## config.mk

```make
export PLATFORM = sky130hd
export DESIGN_NAME = bus_arbiter16
export DESIGN_NICKNAME = d
export VERILOG_FILES = /design/src/rtl/bus_arbiter16.sv
export SDC_FILE = /design/constraint.sdc
export NUM_CORES = 1
export LEC_CHECK = 0
export BUFFER_PORTS_ARGS = -buffer_cell sky130_fd_sc_hd__buf_2
export CAP_MARGIN = 25
export CORE_MARGIN = 3
export CORE_UTILIZATION = 44
export CTS_BUF_LIST = sky130_fd_sc_hd__clkbuf_8 sky130_fd_sc_hd__clkbuf_16
export CTS_CLUSTER_SIZE = 8
export DETAILED_ROUTE_END_ITERATION = 12
export PLACE_DENSITY_LB_ADDON = 0.08
export SYNTH_ARGS = -nofsm -noshare
export SYNTH_HDL_FRONTEND = slang
export SYNTH_SLANG_ARGS = --single-unit
```

## constraint.sdc

```tcl
create_clock -name CLK -period 5.3 [get_ports CLK]
set_clock_uncertainty 0.15 [all_clocks]
set_input_delay 0.265 -clock CLK [delete_from_list [all_inputs] [get_ports CLK]]
set_output_delay 0.265 -clock CLK [all_outputs]
set_load 0.02 [all_outputs]
```

## src/rtl/bus_arbiter16.sv

```systemverilog
// bus_arbiter16: round-robin arbiter for a 16-way shared resource with bounded hold time
// and one turnaround cycle between grants.
module bus_arbiter16 #(
    parameter int unsigned MAX_HOLD = 16
) (
    input  logic        CLK,
    input  logic        RST,
    input  logic [15:0] REQ,
    input  logic        DONE,
    output logic [15:0] GNT,
    output logic [3:0]  SEL,
    output logic        BUSY,
    output logic        TIMEOUT
);
    typedef enum logic {IDLE, OWNED} state_t;

    state_t      state_q, state_d;
    logic [15:0] gnt_q, gnt_d;
    logic [3:0]  sel_q, sel_d, ptr_q, ptr_d, win, idx;
    logic [7:0]  hcnt_q, hcnt_d;
    logic        busy_q, busy_d, to_q, to_d, found, rel_done, rel_drop, rel_to;

    always_comb begin
        win   = '0;
        idx   = '0;
        found = 1'b0;
        for (int i = 0; i < 16; i++) begin
            idx = ptr_q + 4'(i);
            if (!found && REQ[idx]) begin
                win   = idx;
                found = 1'b1;
            end
        end
    end

    assign rel_done = DONE;
    assign rel_drop = ~REQ[sel_q];
    assign rel_to   = (MAX_HOLD != 0) && (hcnt_q == 8'(MAX_HOLD));

    always_comb begin
        state_d = state_q;
        gnt_d   = gnt_q;
        sel_d   = sel_q;
        ptr_d   = ptr_q;
        hcnt_d  = hcnt_q;
        busy_d  = busy_q;
        to_d    = 1'b0;
        if (state_q == IDLE) begin
            if (found) begin
                state_d = OWNED;
                sel_d   = win;
                gnt_d   = 16'(1) << win;
                busy_d  = 1'b1;
                hcnt_d  = 8'd1;
            end
        end else if (rel_done || rel_drop || rel_to) begin
            state_d = IDLE;
            gnt_d   = '0;
            busy_d  = 1'b0;
            ptr_d   = sel_q + 4'd1;
            to_d    = rel_to && !rel_done && !rel_drop;
        end else begin
            hcnt_d = hcnt_q + 8'd1;
        end
    end

    always_ff @(posedge CLK) begin
        if (RST) begin
            state_q <= IDLE;
            gnt_q   <= '0;
            sel_q   <= '0;
            ptr_q   <= '0;
            hcnt_q  <= '0;
            busy_q  <= 1'b0;
            to_q    <= 1'b0;
        end else begin
            state_q <= state_d;
            gnt_q   <= gnt_d;
            sel_q   <= sel_d;
            ptr_q   <= ptr_d;
            hcnt_q  <= hcnt_d;
            busy_q  <= busy_d;
            to_q    <= to_d;
        end
    end

    assign GNT     = gnt_q;
    assign SEL     = sel_q;
    assign BUSY    = busy_q;
    assign TIMEOUT = to_q;
endmodule

```

# Yosys cells after proc, flatten, opt, wreduce, memory -nomap -nowiden
# Index checks and enable logic that the tools add are counted.
[word_totals] register_bits=35 in_bits=19 output_inout_bits=22 wordCells=167
[op_classes] addsub=17 magnitude_cmp=17 eq_ne=3 shifts=1 muxes=78 bitwise_logic=3 n_reduce_logical=41
[ops] cell="$lt A4 B5 Y1 const B" n=17
[ops] cell="$bmux W1 S4" n=17
[ops] cell="$mux W4" n=16
[ops] cell="$mux W16" n=3
[ops] cell="$mux W1" n=39
[ops] cell="$add A4 B4 Y4 const B" n=8
[ops] cell="$mux W8" n=3
[ops] cell="$logic_and A1 B1 Y1" n=17
[ops] cell="$add A4 B3 Y4 const B" n=4
[ops] cell="$logic_not A1 Y1" n=16
[ops] cell="$shl A1 B4 Y16 const A" n=1
[ops] cell="$add A4 B1 Y4 const B" n=2
[ops] cell="$add A4 B2 Y4 const B" n=2
[ops] cell="$add A8 B1 Y8 const B" n=1
[ops] cell="$eq A8 B5 Y1 const B" n=1
[ops] cell="$reduce_and A2 Y1" n=4
[ops] cell="$not A1 Y1" n=3
[ops] cell="$reduce_or A3 Y1" n=1
[ops] cell="$logic_or A1 B1 Y1" n=2
[ops] cell="$ne A2 B1 Y1 const B" n=1
[ops] cell="$ne A2 B2 Y1 const B" n=1
[ops] cell="$reduce_bool A2 Y1" n=1

# Longest topological paths before layout
[logic_depth] ltp_word=51 depth_mapped=18

# Worst setup path after synthesis
# Ideal clock, no wire load.
[synth_path] path_type="register to register" from="reg ptr_q[1]" to="reg gnt_q[13], in the netlist GNT[13]" setup_ps=117 arrival_time_ps=4356 slack_ps=677 path_stages_with_launch=17 n_path_buf=5 period_less_slack_ps=4623 cell_sequence="dfxtp_1 -> buf_6 -> buf_12 -> clkbuf_1 -> inv_1 -> ha_1 -> buf_2 -> clkbuf_1 -> mux4_2 -> mux4_2 -> nor2_1 -> nand2_1 -> nor4_1 -> a211oi_1 -> or4_4 -> and2_4 -> a22o_1"
[synth_via] elab_chain_cells=51 elab_cells_between_ends=114
[synth_rtl] item="from (decl)" line="19" text="logic [3:0] sel_q, sel_d, ptr_q, ptr_d, win, idx;"
[synth_rtl] item="from (signal assigned)" line="80" text="ptr_q <= ptr_d;"
[synth_rtl] item="parallel branches: the longest is 51 deep, another holds $add A4 B1 Y4"
[synth_rtl] item="to (signal assigned)" line="78" text="gnt_q <= gnt_d;"
[synth_rtl] item="to (decl)" line="18" text="logic [15:0] gnt_q, gnt_d;"
# Parallel ways; which one is timed is not known. The select of a mux whose other input is x is not followed.
# A chain may end at the register's enable or synchronous reset.

# Worst setup path after layout
[layout_path] from="reg ptr_q[1]" to="reg gnt_q[3], in the netlist GNT[3]"
# Same word-level chain as after synthesis.

==> out/results.txt <==
The share of final-layout standard cells stronger than drive strength 1 was 0.302. Max-cap violations in this run came to 0. Walking the worst path, the cells encountered are inv_1, ha_1, buf_4, mux4_2, o211ai_1, nand4bb_1, or3b_1, nor3_1, a32oi_1, a2111oi_1, nor2_2, nor2b_1, a22o_1. The min-delay analysis places its worst path in the category in2reg. Measured along the y axis, the die boundary spans 99.4 µm. At the end of routability-driven placement, the weighted congestion stood at 0.938. In the final timing run, aggregate negative setup slack is 0 ns. The maximum number of pins on one net before global-route repair came out at 32. The logs give 3264 for the via count of the first global-routing pass and 0 for the post-cts gate resize count.

In this run the static leakage power is 1.57 nW. Overall global routing resource usage: 0.228. The logs give 17900 µm for the first-pass GRT wire length and 458 for the layout net count. The TritonCTS buffer count is 5. The finished layout holds 535 standard cells, fillers aside. The delay of the slowest cell on the worst path is 0.61 ns, and the number of port buffers is 40. The leading register cell type out of synthesis was dfxtp_1.

In this run the number of cells on the critical path is 13. The cell area after placement came out at 4140 µm². The final standard cell area without fillers was 4220 µm²; the violation count after the first detailed-route iteration was 214. For this run, the top clock speed supported by timing is 216 MHz.

The worst setup path is launched from a flop. After clock tree synthesis, the flow added hold-fix buffers numbering 0. Clock tree root driver cell: clkbuf_8. For this run, design rule violations remaining after detail routing come to 0.

Measured slew at the worst slew-check pin: 0.736 ns. Of all nets on the critical path, the largest fanout is 10. Yosys mapped a number of flops with a built-in enable equal to 0. The async set-reset flop share out of synthesis was 0; the remaining global-route overflow was 0.

The average instance in the mapped netlist occupies 9.85 µm². Slowest stage cell on the critical path: or3b_1. For this design the ratio of total power to cell area is 481 nW/µm². The register clock-pin slew on the reported worst setup and hold paths is 0.07 ns, and the final count of pins violating max slew is 0.

Post-layout minimum cycle time: 4.63 ns. Setup repair after global routing left no endpoint under its margin. Leaving out fill and tap cells, the most frequent cells in the layout are nor2_1 (41), buf_2 (40), dfxtp_1 (35), mux4_2 (34).

The critical path is of the reg2reg type. The number of antenna violations at the first check in global routing came out at 0. Counting along the longest clock path gives a buffer depth of 2.

Setup violations remaining at the end of the flow were counted as 0. The flow ran to the end, and the final reports show no timing, DRC or antenna violations. The run gives 0 as the count of final hold-check violations. The number of cells on the worst reg-to-reg path is 13, and the share of the cycle needed by the critical path after routing is 0.873. Counting instances, the worst hold path has a depth of 2. Counting every net in the synthesized netlist gives 419. In this run, placement finished with an instance count of 527.

The relative slew slack was 0.507. The total number of placement rows was 33; the number of setup buffers added after CTS was 0. The I/O pin count was 41; the number of inserted diodes was 0. The number of buffers and inverters on the critical path was 2. STA puts the critical path data required time at 5.38 ns. The initial core utilization is 0.461. The full die area was 9890 µm²; the estimated wirelength of the detail-placed design was 8250 µm. TritonCTS built the clock tree. The tree built by TritonCTS fans out to 35 sinks. The detailed-router iteration count before antenna repair was 5; the placeable core region was 8340 µm².

The filler cell count was 817. The area overhead of the layout relative to synthesis was 9.87%; the level count of the clock H-tree was 2. The endpoint arrival time on the critical path came out at 4.71 ns. The count of unique library cells instantiated by Yosys is 75.

After synthesis the netlist holds a flip-flop and latch count of 35. The routed via count came out at 3453. The kind of cell with the highest combined delay along the critical path is simple AND/OR/NAND/NOR gates. The count of warnings emitted by yosys is 0.

IR analysis of the VDD net gives a maximum drop of 0.209 mV. Synthesis handed over a netlist of 390 instances. Summed over all layers, the routed wires come to 11100 µm. Width of the chip: 99.4 µm.

Once detail routing completed, the nets flagged for antenna violations numbered 0. STA classifies the critical path endpoint as a flop. Summing every instance area after synthesis gives 3840 µm².

The average routed wire per standard cell is 20.7 µm. After detailed routing, the number of vias per cell comes to 6.45. Leaving out fill and tap cells, the most frequent cell in the layout is nor2_1. For the clock latency on the worst-skew pair, the log shows 0.28 ns. The run gives 0.182 as the sequential share of the synthesized area.
-- state kept, by name, summed over array words and instances, names as in the netlist --
register	flops
TIMEOUT	1
hcnt_q	8
ptr_q	4
GNT	16
SEL	4
state_q	1
BUSY	1
-- per-layer routing --
layer / part of all wire / up-vias / global-route usage / wire [µm]
li1: - / 1619 / - / -
met1: 0.47 / 1673 / 0.345 / 5240
met2: 0.45 / 146 / 0.345 / 5000
met3: 0.062 / 15 / 0.0337 / 689
met4: 0.015 / 0 / 0.0483 / 172
met5: 0 / - / 0 / 0
-- path summary, 6_finish.rpt --
kind,to,from,slack [ns]
worst max-delay path,GNT[3]$_SDFFE_PP0P_,ptr_q[1]$_SDFFE_PP0P_,0.67
worst min-delay path,SEL[2]$_SDFFE_PP0P_,RST,0.19
worst max register to register,GNT[3]$_SDFFE_PP0P_,ptr_q[1]$_SDFFE_PP0P_,0.67
worst min register to register,GNT[0]$_SDFFE_PP0P_,GNT[0]$_SDFFE_PP0P_,0.33
-- power by group --
part	leakage, nW	internal [W]	switching [W]
registers	0.285	0.000303	0.0000467
logic	1.23	0.000617	0.000885
clock network	0.0505	0.0000883	0.0000924
total	1.57	0.00101	0.00102
-- per-stage QoR --
stage	total power, W	util	hold WS [ns]	setup slack [ns]
3_5_place_dp	0.00183	0.496	0.311	0.744
4_1_cts	0.00201	0.506	0.185	0.739
5_1_grt	0.00217	0.506	0.202	0.329
2_1_floorplan	0.00148	-	0.187	0.677
3_3_place_gp	0.00184	0.496	0.310	0.754
6_report	0.00203	0.506	0.192	0.673
-- logic make-up after synthesis --
family | after synthesis | synth area share
flops | 35 | 0.182
compound gates | 88 | 0.175
xor+xnor | 17 | 0.0407
buf+inv | 35 | 0.0489
mux | 68 | 0.319
simple gates | 137 | 0.202
fa+ha+maj | 10 | 0.0326
-- synth_stat cells (all sizes together), types with 5 or more instances --
library cell | n | area [µm²]
nand3 | 5 | 25.0
buf | 14 | 109
a211oi | 7 | 57.6
and3 | 6 | 37.5
nor2 | 44 | 173
o32ai | 5 | 51.3
and2 | 6 | 47.5
mux2i | 21 | 238
o21ai | 8 | 40.0
a22o | 18 | 158
nor3 | 14 | 85.1
nand2 | 18 | 67.6
dfxtp | 35 | 701
mux2 | 8 | 90.1
ha | 10 | 125
nor2b | 8 | 57.6
inv | 13 | 48.8
clkbuf | 8 | 30.0
nor4 | 6 | 43.8
nand2b | 5 | 31.3
xnor2 | 9 | 86.3
xor2 | 8 | 70.1
mux4 | 39 | 897
a21oi | 15 | 78.8
-- cell type report --
type	instances	area (µm²)	area share
Multi-Input combinational cell	320	2950	0.700
Sequential cell	35	701	0.166
Timing Repair Buffer	54	305	0.0723
Tap cell	105	131	0.0311
Clock buffer	5	68.8	0.0163
Inverter	13	48.8	0.0116
Clock inverter	3	12.5	0.00296
Power figures use the tool's default switching activity.
